File: config.mk
export PLATFORM = sky130hd
export DESIGN_NAME = spm_serial_driver
export DESIGN_NICKNAME = d
export VERILOG_FILES = /design/src/rtl/spm_serial_driver.sv
export SDC_FILE = /design/constraint.sdc
export NUM_CORES = 1
export LEC_CHECK = 0
export BUFFER_PORTS_ARGS = -buffer_cell sky130_fd_sc_hd__clkbuf_2
export CAP_MARGIN = 20
export CORE_MARGIN = 8
export CORE_UTILIZATION = 45
export DETAILED_ROUTE_END_ITERATION = 8
export GPL_TIMING_DRIVEN = 0
export PLACE_DENSITY = 0.81
export REMOVE_ABC_BUFFERS = 1
export SLEW_MARGIN = 5
export SYNTH_ARGS = -nofsm -noshare
export SYNTH_HDL_FRONTEND = slang
export SYNTH_SLANG_ARGS = --single-unit
File: constraint.sdc
create_clock -name clk -period 2.3 [get_ports clk]
set_clock_uncertainty 0.2 [all_clocks]
set_input_delay 0.23 -clock clk [delete_from_list [all_inputs] [get_ports clk]]
set_output_delay 0.23 -clock clk [all_outputs]
set_load 0.02 [all_outputs]
File: src/rtl/spm_serial_driver.sv
// Operand/result sequencer for the spm serial-parallel multiplier: holds x in parallel,
// streams sign-extended y LSB-first and gathers the serial product. Optional: SPM_DRV_SELFCHECK_EN.
module spm_serial_driver #(
  parameter int N     = 32,
  parameter int P_LAT = 1
) (
  input  logic           clk,
  input  logic           rst,
  input  logic           in_valid,
  output logic           in_ready,
  input  logic [N-1:0]   in_x,
  input  logic [N-1:0]   in_y,
  output logic [N-1:0]   spm_x,
  output logic           spm_y,
  output logic           spm_clr,
  input  logic           spm_p,
  output logic           out_valid,
  input  logic           out_ready,
  output logic [2*N-1:0] out_p,
  output logic           busy
`ifdef SPM_DRV_SELFCHECK_EN
  ,
  output logic           err
`endif
);

  localparam int CW = $clog2(2*N + P_LAT + 1);
  localparam logic [CW-1:0] PL         = CW'(P_LAT);
  localparam logic [CW-1:0] SHIFT_LAST = CW'(2*N - 1);
  localparam logic [CW-1:0] DRAIN_LAST = CW'(2*N + P_LAT - 1);

  typedef enum logic [2:0] {
    IDLE,
    CLEAR,
    SHIFT,
    DRAIN,
`ifdef SPM_DRV_SELFCHECK_EN
    CHECK,
`endif
    DONE
  } state_t;

`ifdef SPM_DRV_SELFCHECK_EN
  localparam state_t AFTER_CAP = CHECK;
`else
  localparam state_t AFTER_CAP = DONE;
`endif

  state_t                  state_q, state_d;
  logic [CW-1:0]           cnt_q, cnt_d;
  logic [N-1:0]            x_q, x_d;
  logic signed [N-1:0]     ysr_q, ysr_d;
  logic [2*N-1:0]          preg_q, preg_d;

  always_comb begin
    state_d   = state_q;
    cnt_d     = cnt_q;
    x_d       = x_q;
    ysr_d     = ysr_q;
    preg_d    = preg_q;
    in_ready  = 1'b0;
    spm_clr   = 1'b0;
    spm_y     = 1'b0;
    out_valid = 1'b0;
    case (state_q)
      IDLE: begin
        in_ready = 1'b1;
        if (in_valid) begin
          x_d     = in_x;
          ysr_d   = in_y;
          cnt_d   = '0;
          state_d = CLEAR;
        end
      end
      CLEAR: begin
        spm_clr = 1'b1;
        cnt_d   = '0;
        state_d = SHIFT;
      end
      SHIFT: begin
        spm_y = ysr_q[0];
        // Arithmetic shift keeps replicating the sign bit once y is exhausted.
        ysr_d = ysr_q >>> 1;
        cnt_d = cnt_q + 1'b1;
        if (cnt_q >= PL)
          preg_d = {spm_p, preg_q[2*N-1:1]};
        if (cnt_q == SHIFT_LAST)
          state_d = (P_LAT == 0) ? AFTER_CAP : DRAIN;
      end
      DRAIN: begin
        spm_y  = ysr_q[N-1];
        cnt_d  = cnt_q + 1'b1;
        preg_d = {spm_p, preg_q[2*N-1:1]};
        if (cnt_q == DRAIN_LAST)
          state_d = AFTER_CAP;
      end
`ifdef SPM_DRV_SELFCHECK_EN
      CHECK: begin
        state_d = DONE;
      end
`endif
      DONE: begin
        out_valid = 1'b1;
        if (out_ready)
          state_d = IDLE;
      end
      default: state_d = IDLE;
    endcase
  end

  always_ff @(posedge clk or negedge rst) begin
    if (!rst) begin
      state_q <= IDLE;
      cnt_q   <= '0;
      x_q     <= '0;
      ysr_q   <= '0;
      preg_q  <= '0;
    end else begin
      state_q <= state_d;
      cnt_q   <= cnt_d;
      x_q     <= x_d;
      ysr_q   <= ysr_d;
      preg_q  <= preg_d;
    end
  end

  assign busy  = (state_q != IDLE);
  assign spm_x = x_q;
  assign out_p = preg_q;

`ifdef SPM_DRV_SELFCHECK_EN
  logic [N-1:0]          yl_q;
  logic signed [2*N-1:0] ref_q;
  logic                  err_q;
  logic signed [2*N-1:0] xe, ye;

  assign xe = {{N{x_q[N-1]}}, x_q};
  assign ye = {{N{yl_q[N-1]}}, yl_q};

  always_ff @(posedge clk or negedge rst) begin
    if (!rst) begin
      yl_q  <= '0;
      ref_q <= '0;
      err_q <= 1'b0;
    end else begin
      if (state_q == IDLE && in_valid)
        yl_q <= in_y;
      ref_q <= xe * ye;
      // Sticky: one bad product flags the multiplier until the next reset.
      if (state_q == CHECK && preg_q != ref_q)
        err_q <= 1'b1;
    end
  end

  assign err = err_q;
`endif

endmodule

==> results.yml, run 1 <==
place:
  hpwl_mm: 9.20
  dp.cells: 686
  place_congestion: 0.790
  portBuffers: 169
  dp_slack_ns: -0.765
final_layout:
  area_growth_syn_to_layout_pct: 51.6
  layout_commonest_cell: "clkbuf_2"
  final_nets: 721
  final_cell_mix: "clkbuf_2, dfrtp_1, dlygate4sd3_1, mux2_4, mux2_2"
  fillers: 785
  final_core_util_pct: 70.1
  drive_above_1_share_pct: 48.3
  instances_no_fill: 810
die:
  core_area_mm2: 0.0120
  die_area_mm2: 0.0162
  ios: 170
  start_util_pct: 46.3
  die_w_um: 127
  die_h_um: 127
  rows: 40
critical_path:
  critPathSlowestCell: "or4_4"
  path_buf_inv: 2
  crit_path_start_kind: "flop"
  critPathKind: "reg2reg"
  max_stage_delay_ns: 0.58
  rrSetupSlack_ns: -0.001
  path_delay_family: "simple AND/OR/NAND/NOR gates"
  critPathRequiredTime_ns: 2.39
  crit_fanout: 5
  cp.arrival_ns: 2.40
  worst_setup_path_end_kind: "flop"
  crit_chain: "or4_4 > o31ai_4 > buf_6 > clkbuf_16 > mux2_4"
routing:
  routedWlPerCell_um: 19.6
  drc: 0
  wirelength_mm: 15.9
  vias_per_cell: 5.32
  postRouteAntennaNets: 0
  vias: 4306
  drt_iter0_drc: 273
  drtPass1Iterations: 4
logic_synthesis:
  postSynth.topFlopCell: "dfrtp_1"
  yosys.area.top_type_share_pct: 62.1
  yosysTopAreaCell: "dfrtp_1"
  synth_edf_count: 0
  syn_area_per_cell_um2: 14.7
  synth_top_family_by_area: "multiplexers"
  ys_top_cells_by_area: "dfrtp_1, mux2_1, mux2_2"
  synthXorXnorAreaFrac_pct: 0
  synth_compound_area_share_pct: 11.5
  synth_mux_area_share_pct: 19.8
  synthSimpleGateAreaFrac_pct: 3.04
  yosysWarnings: 0
  synth_seq_area_share_pct: 62.1
  synthAdderAreaFrac_pct: 0.676
  synthCells: 379
  netlist_area_mm2: 0.00556
  ys_ff_latch: 138
  synth_cell_type_count: 34
  async_flop_share_pct: 100
clock_network:
  h-tree-depth: 4
  clock_latency_ns: 0.41
  cts_tree: "done"
  clk_pin_slew_ns: 0.06
  numCtsBuffers: 17
  clock-root-buffer: "clkbuf_16"
  clock_path_buffers: 2
  cts_num_sinks: 138
run_status:
  violations: "negative setup slack"
  status: "finished, violations left"
global_routing:
  grt_pass1_wl_mm: 24.3
  antenna_found_initial: 0
  grt_pass1_vias: 4819
  grt_use_total_pct: 19.1
  grt_max_degree: 74
  overflow: 0
sta:
  rsz0062_at_grt: "yes"
  tightest_slew_ns: 0.695
  period_needed_ns: 2.30
  post-route-period-util_pct: 100
  setup-violations-final: 2
  fin_ws_ns: -0.00106
  hold_violations: 0
  fmax_mhz: 435
  drv_slew: 0
  max-slew-margin-rel_pct: 53.6
  whs_ns: 0.177
power_and_ir_drop:
  ir_drop_mv: 0.488
  finalPower_w: 0.00613
  p_leak_nw: 4.40
  p_per_area_mw_per_mm2: 728
worst_hold_path:
  hold_class: "in2async"
job:
  maxCapViolCount: 0
## worst register-to-register path: stages, from the launching register on
cell       delay [ns]
dfrtp_1          0.39
or4_4            0.58
o31ai_4          0.35
buf_6            0.20
clkbuf_16        0.16
mux2_4           0.30
## final timing paths
path,cells after the start,to,start
setup / recovery,5,out_p[26],cnt_q[3]
hold / removal,2,state_q[0],rst
setup reg to reg,5,out_p[26],cnt_q[3]
hold reg to reg,1,ysr_q[7],ysr_q[7]
max in group asynchronous,3,spm_x[7],rst
min in group clk,1,ysr_q[7],ysr_q[7]
## synth_stat cells, types with 2 or more instances
| library cell | instances |
|---|---|
| nand2_1 | 9 |
| buf_2 | 2 |
| nor3_1 | 4 |
| mux2_2 | 37 |
| inv_1 | 6 |
| buf_6 | 6 |
| a21o_1 | 32 |
| nor2_1 | 4 |
| ha_1 | 3 |
| o21ai_0 | 4 |
| nand3_1 | 3 |
| buf_1 | 4 |
| a22o_1 | 32 |
| a31oi_1 | 3 |
| clkbuf_1 | 11 |
| nor3b_1 | 3 |
| dfrtp_1 | 138 |
| or4_1 | 3 |
| mux2_1 | 60 |
## logic make-up after synthesis
logic type / Yosys count
AOI/OAI and AO/OA: 80
buffers and inverters: 29
and+or+nand+nor: 31
muxes: 98
DFF: 138
adders and majority gates: 3
## metal layers
layer | part of all wire [%] | track usage (%)
met5 | 0 | 0
met4 | 3.3 | 10.0
met3 | 6.1 | 7.11
met2 | 52 | 32.0
met1 | 39 | 20.7
## metrics by stage
step	area, um^2	setup TNS (ns)
2_1_floorplan	5420	-471.79
3_3_place_gp	6450	-869.67
3_5_place_dp	6670	-42.93
4_1_cts	8240	-0.0298
5_1_grt	8420	-0.916
6_report	8420	-0.00152
## power by group
part	leakage, nW	switching [W]	internal (W)
clock network	0.313	0.00102	0.00198
logic	2.36	0.000261	0.000270
registers	1.73	0.0000738	0.00253
total	4.40	0.00135	0.00478
## timing repair
item                                    4_1_cts  5_1_grt
pin swaps                                     3        2
gates resized for setup                      24       36
endpoints found under the setup margin      104       32
hold buffers                                 68        0
setup buffers                                22        2
gates cloned                                  1        3
endpoints found under the hold margin       132        0
## cell type report
cell class	instances	area [um^2]	area share [%]
Sequential cell	138	3460	41.1
Multi-Input combinational cell	212	2130	25.2
Timing Repair Buffer	274	1970	23.4
Clock buffer	21	460	5.47
Clock inverter	11	193	2.29
Tap cell	147	184	2.18
Inverter	6	22.5	0.267
Antenna cell	1	2.50	0.0297
## state kept, by name (all words and copies together), names as in the netlist
register  flops
out_p        64
spm_x        32
ysr_q        32
cnt_q         7
state_q       3
Note: power is estimated with default switching activity, not from simulation.
==> run 2, diff against run 1 <==
- CELL_PAD_IN_SITES_DETAIL_PLACEMENT: unset -> 1
- CELL_PAD_IN_SITES_GLOBAL_PLACEMENT: unset -> 1
- CORE_UTILIZATION: 45 -> 37
- PLACE_DENSITY: 0.81 -> 0.83
==> run 2 against run 1 <==
  * The flow still finishes with violations (negative setup slack)
  * Largest power group is now registers
  * Combinational power grew 0.8%
  * Critical endpoint is now out_p[59]
  * Critical path depth grew 1
  * Non-clock buffer count decreased by 1
==> results.yml, run 2 (same netlist as run 1, synthesis figures left out) <==
clock_network:
  h-tree-depth: 4
  clock-root-buffer: "clkbuf_16"
  cts_tree: "done"
  clk_pin_slew_ns: 0.05
  cts_num_sinks: 138
  clock_latency_ns: 0.41
  numCtsBuffers: 17
  clock_path_buffers: 2
critical_path:
  cpMostUsedCell: "clkbuf_16"
  r2r_cells: 6
  critPathSlowestCell: "or4_4"
  r2r_start: "cnt_q[4]"
  rrSetupSlack_ns: -0.05
  rr_endpoint: "out_p[59]"
  critPathKind: "reg2reg"
  critPathLaunch: "cnt_q[4]"
  crit_chain: "or4_4 > o31ai_4 > clkbuf_16 > buf_16 > clkbuf_16 > mux2_4"
  worst_setup_path_end_kind: "flop"
  cp.arrival_ns: 2.43
  crit_path_start_kind: "flop"
  max_stage_delay_ns: 0.58
  critPathRequiredTime_ns: 2.39
  crit_fanout: 6
  critical_path.endpoint: "out_p[59]"
routing:
  vias_per_cell: 5.03
  routedWlPerCell_um: 21.0
  wirelength_mm: 17.7
  drc: 0
  drtPass1Iterations: 4
  postRouteAntennaNets: 0
  vias: 4253
  drt_iter0_drc: 165
die:
  ios: 170
  die_w_um: 139
  die_area_mm2: 0.0192
  start_util_pct: 38.1
  die_h_um: 139
  rows: 44
  core_area_mm2: 0.0146
sta:
  period_needed_ns: 2.35
  hold_violations: 0
  drv_slew: 0
  tightest_slew_ns: 0.565
  setup-violations-final: 32
  rsz0062_at_grt: "yes"
  max-slew-margin-rel_pct: 62.3
  post-route-period-util_pct: 102
  fin_ws_ns: -0.0464
  fin_tns_setup_ns: -0.741
  fmax_mhz: 426
power_and_ir_drop:
  p_leak_nw: 4.38
  ir_drop_mv: 0.451
  p_per_area_mw_per_mm2: 677
  finalPower_w: 0.00568
worst_hold_path:
  hold_class: "in2reg"
run_status:
  violations: "negative setup slack"
  status: "finished, violations left"
place:
  place_congestion: 0.773
  dp.cells: 724
  portBuffers: 169
  hpwl_mm: 10.0
final_layout:
  fillers: 1436
  largest_reg_flops: 64
  final_nets: 720
  area_growth_syn_to_layout_pct: 51.1
  drive_above_1_share_pct: 48.0
  layout_commonest_cell: "clkbuf_2"
  final_cell_mix: "clkbuf_2, dfrtp_1, dlygate4sd3_1, mux2_2, mux2_4"
  instances_no_fill: 846
job:
  maxCapViolCount: 0
global_routing:
  overflow: 0
  grt_pass1_wl_mm: 27.8
  antenna_found_initial: 2
  grt_use_total_pct: 18.1
  grt_max_degree: 74
  grt_pass1_vias: 4983
[run 2: critical path, delay by kind of cell, from the launching register on]
family	cells	cell delay (ns)
AOI/OAI and AO/OA	1	0.25
buffers and inverters	3	0.49
DFF	1	0.40
muxes	1	0.30
and+or+nand+nor	1	0.58
[run 2: worst min path at each step]
stage | start | end | slack, ns | depth (start not counted)
2_1_floorplan | rst | cnt_q[0] | -0.27 | 0
3_3_place_gp | ysr_q[16] | ysr_q[16] | 0.26 | 1
3_5_place_dp | rst | spm_x[12] | 0.07 | 1
4_1_cts | in_valid | state_q[0] | 0.01 | 3
5_1_grt | in_valid | state_q[0] | 0.05 | 3
6_report | in_valid | state_q[0] | 0.03 | 3
[run 2: per-stage QoR]
step                utilization (%)  hold slack, ns  instance area, um^2  setup slack (ns)
CTS                            56.1          0.0139                 8180           -0.0902
floorplan                         -          -0.266                 5420             -7.23
finish                         57.5          0.0322                 8400           -0.0464
global route                   57.5          0.0486                 8400           -0.0977
detailed placement             46.0          0.0727                 6720            -0.901
global placement               44.5           0.259                 6500            -11.38
[run 2: what timing repair did]
action,4_1_cts,5_1_grt
gates resized for setup,37,18
setup endpoints to repair,109,96
hold buffers,67,0
gates cloned,1,4
pin swaps,3,2
setup buffers,12,7
hold endpoints to repair,131,0
[run 2: routing by layer]
| metal | track usage, % | vias to the layer above | wire length (um) |
|---|---|---|---|
| met4 | 7.09 | 0 | 365 |
| met5 | 0 | - | 0 |
| met1 | 18.6 | 2186 | 6650 |
| li1 | - | 1924 | - |
| met2 | 33.3 | 116 | 9740 |
| met3 | 5.75 | 27 | 973 |
[run 2: cell type report]
class	count	area, um^2	area share [%]
clock inverter	6	37.5	0.447
tap	184	230	2.74
clock buffer	25	515	6.14
multi-input combinational	212	2110	25.2
antenna	2	5.00	0.0596
inverter	6	22.5	0.268
sequential	138	3460	41.2
timing repair buffer	273	2010	23.9
[run 2: power by group]
part	switching (W)	leakage (nW)	internal, W
Sequential	0.0000758	1.72	0.00253
Combinational	0.000265	2.39	0.000270
Clock	0.00100	0.267	0.00154
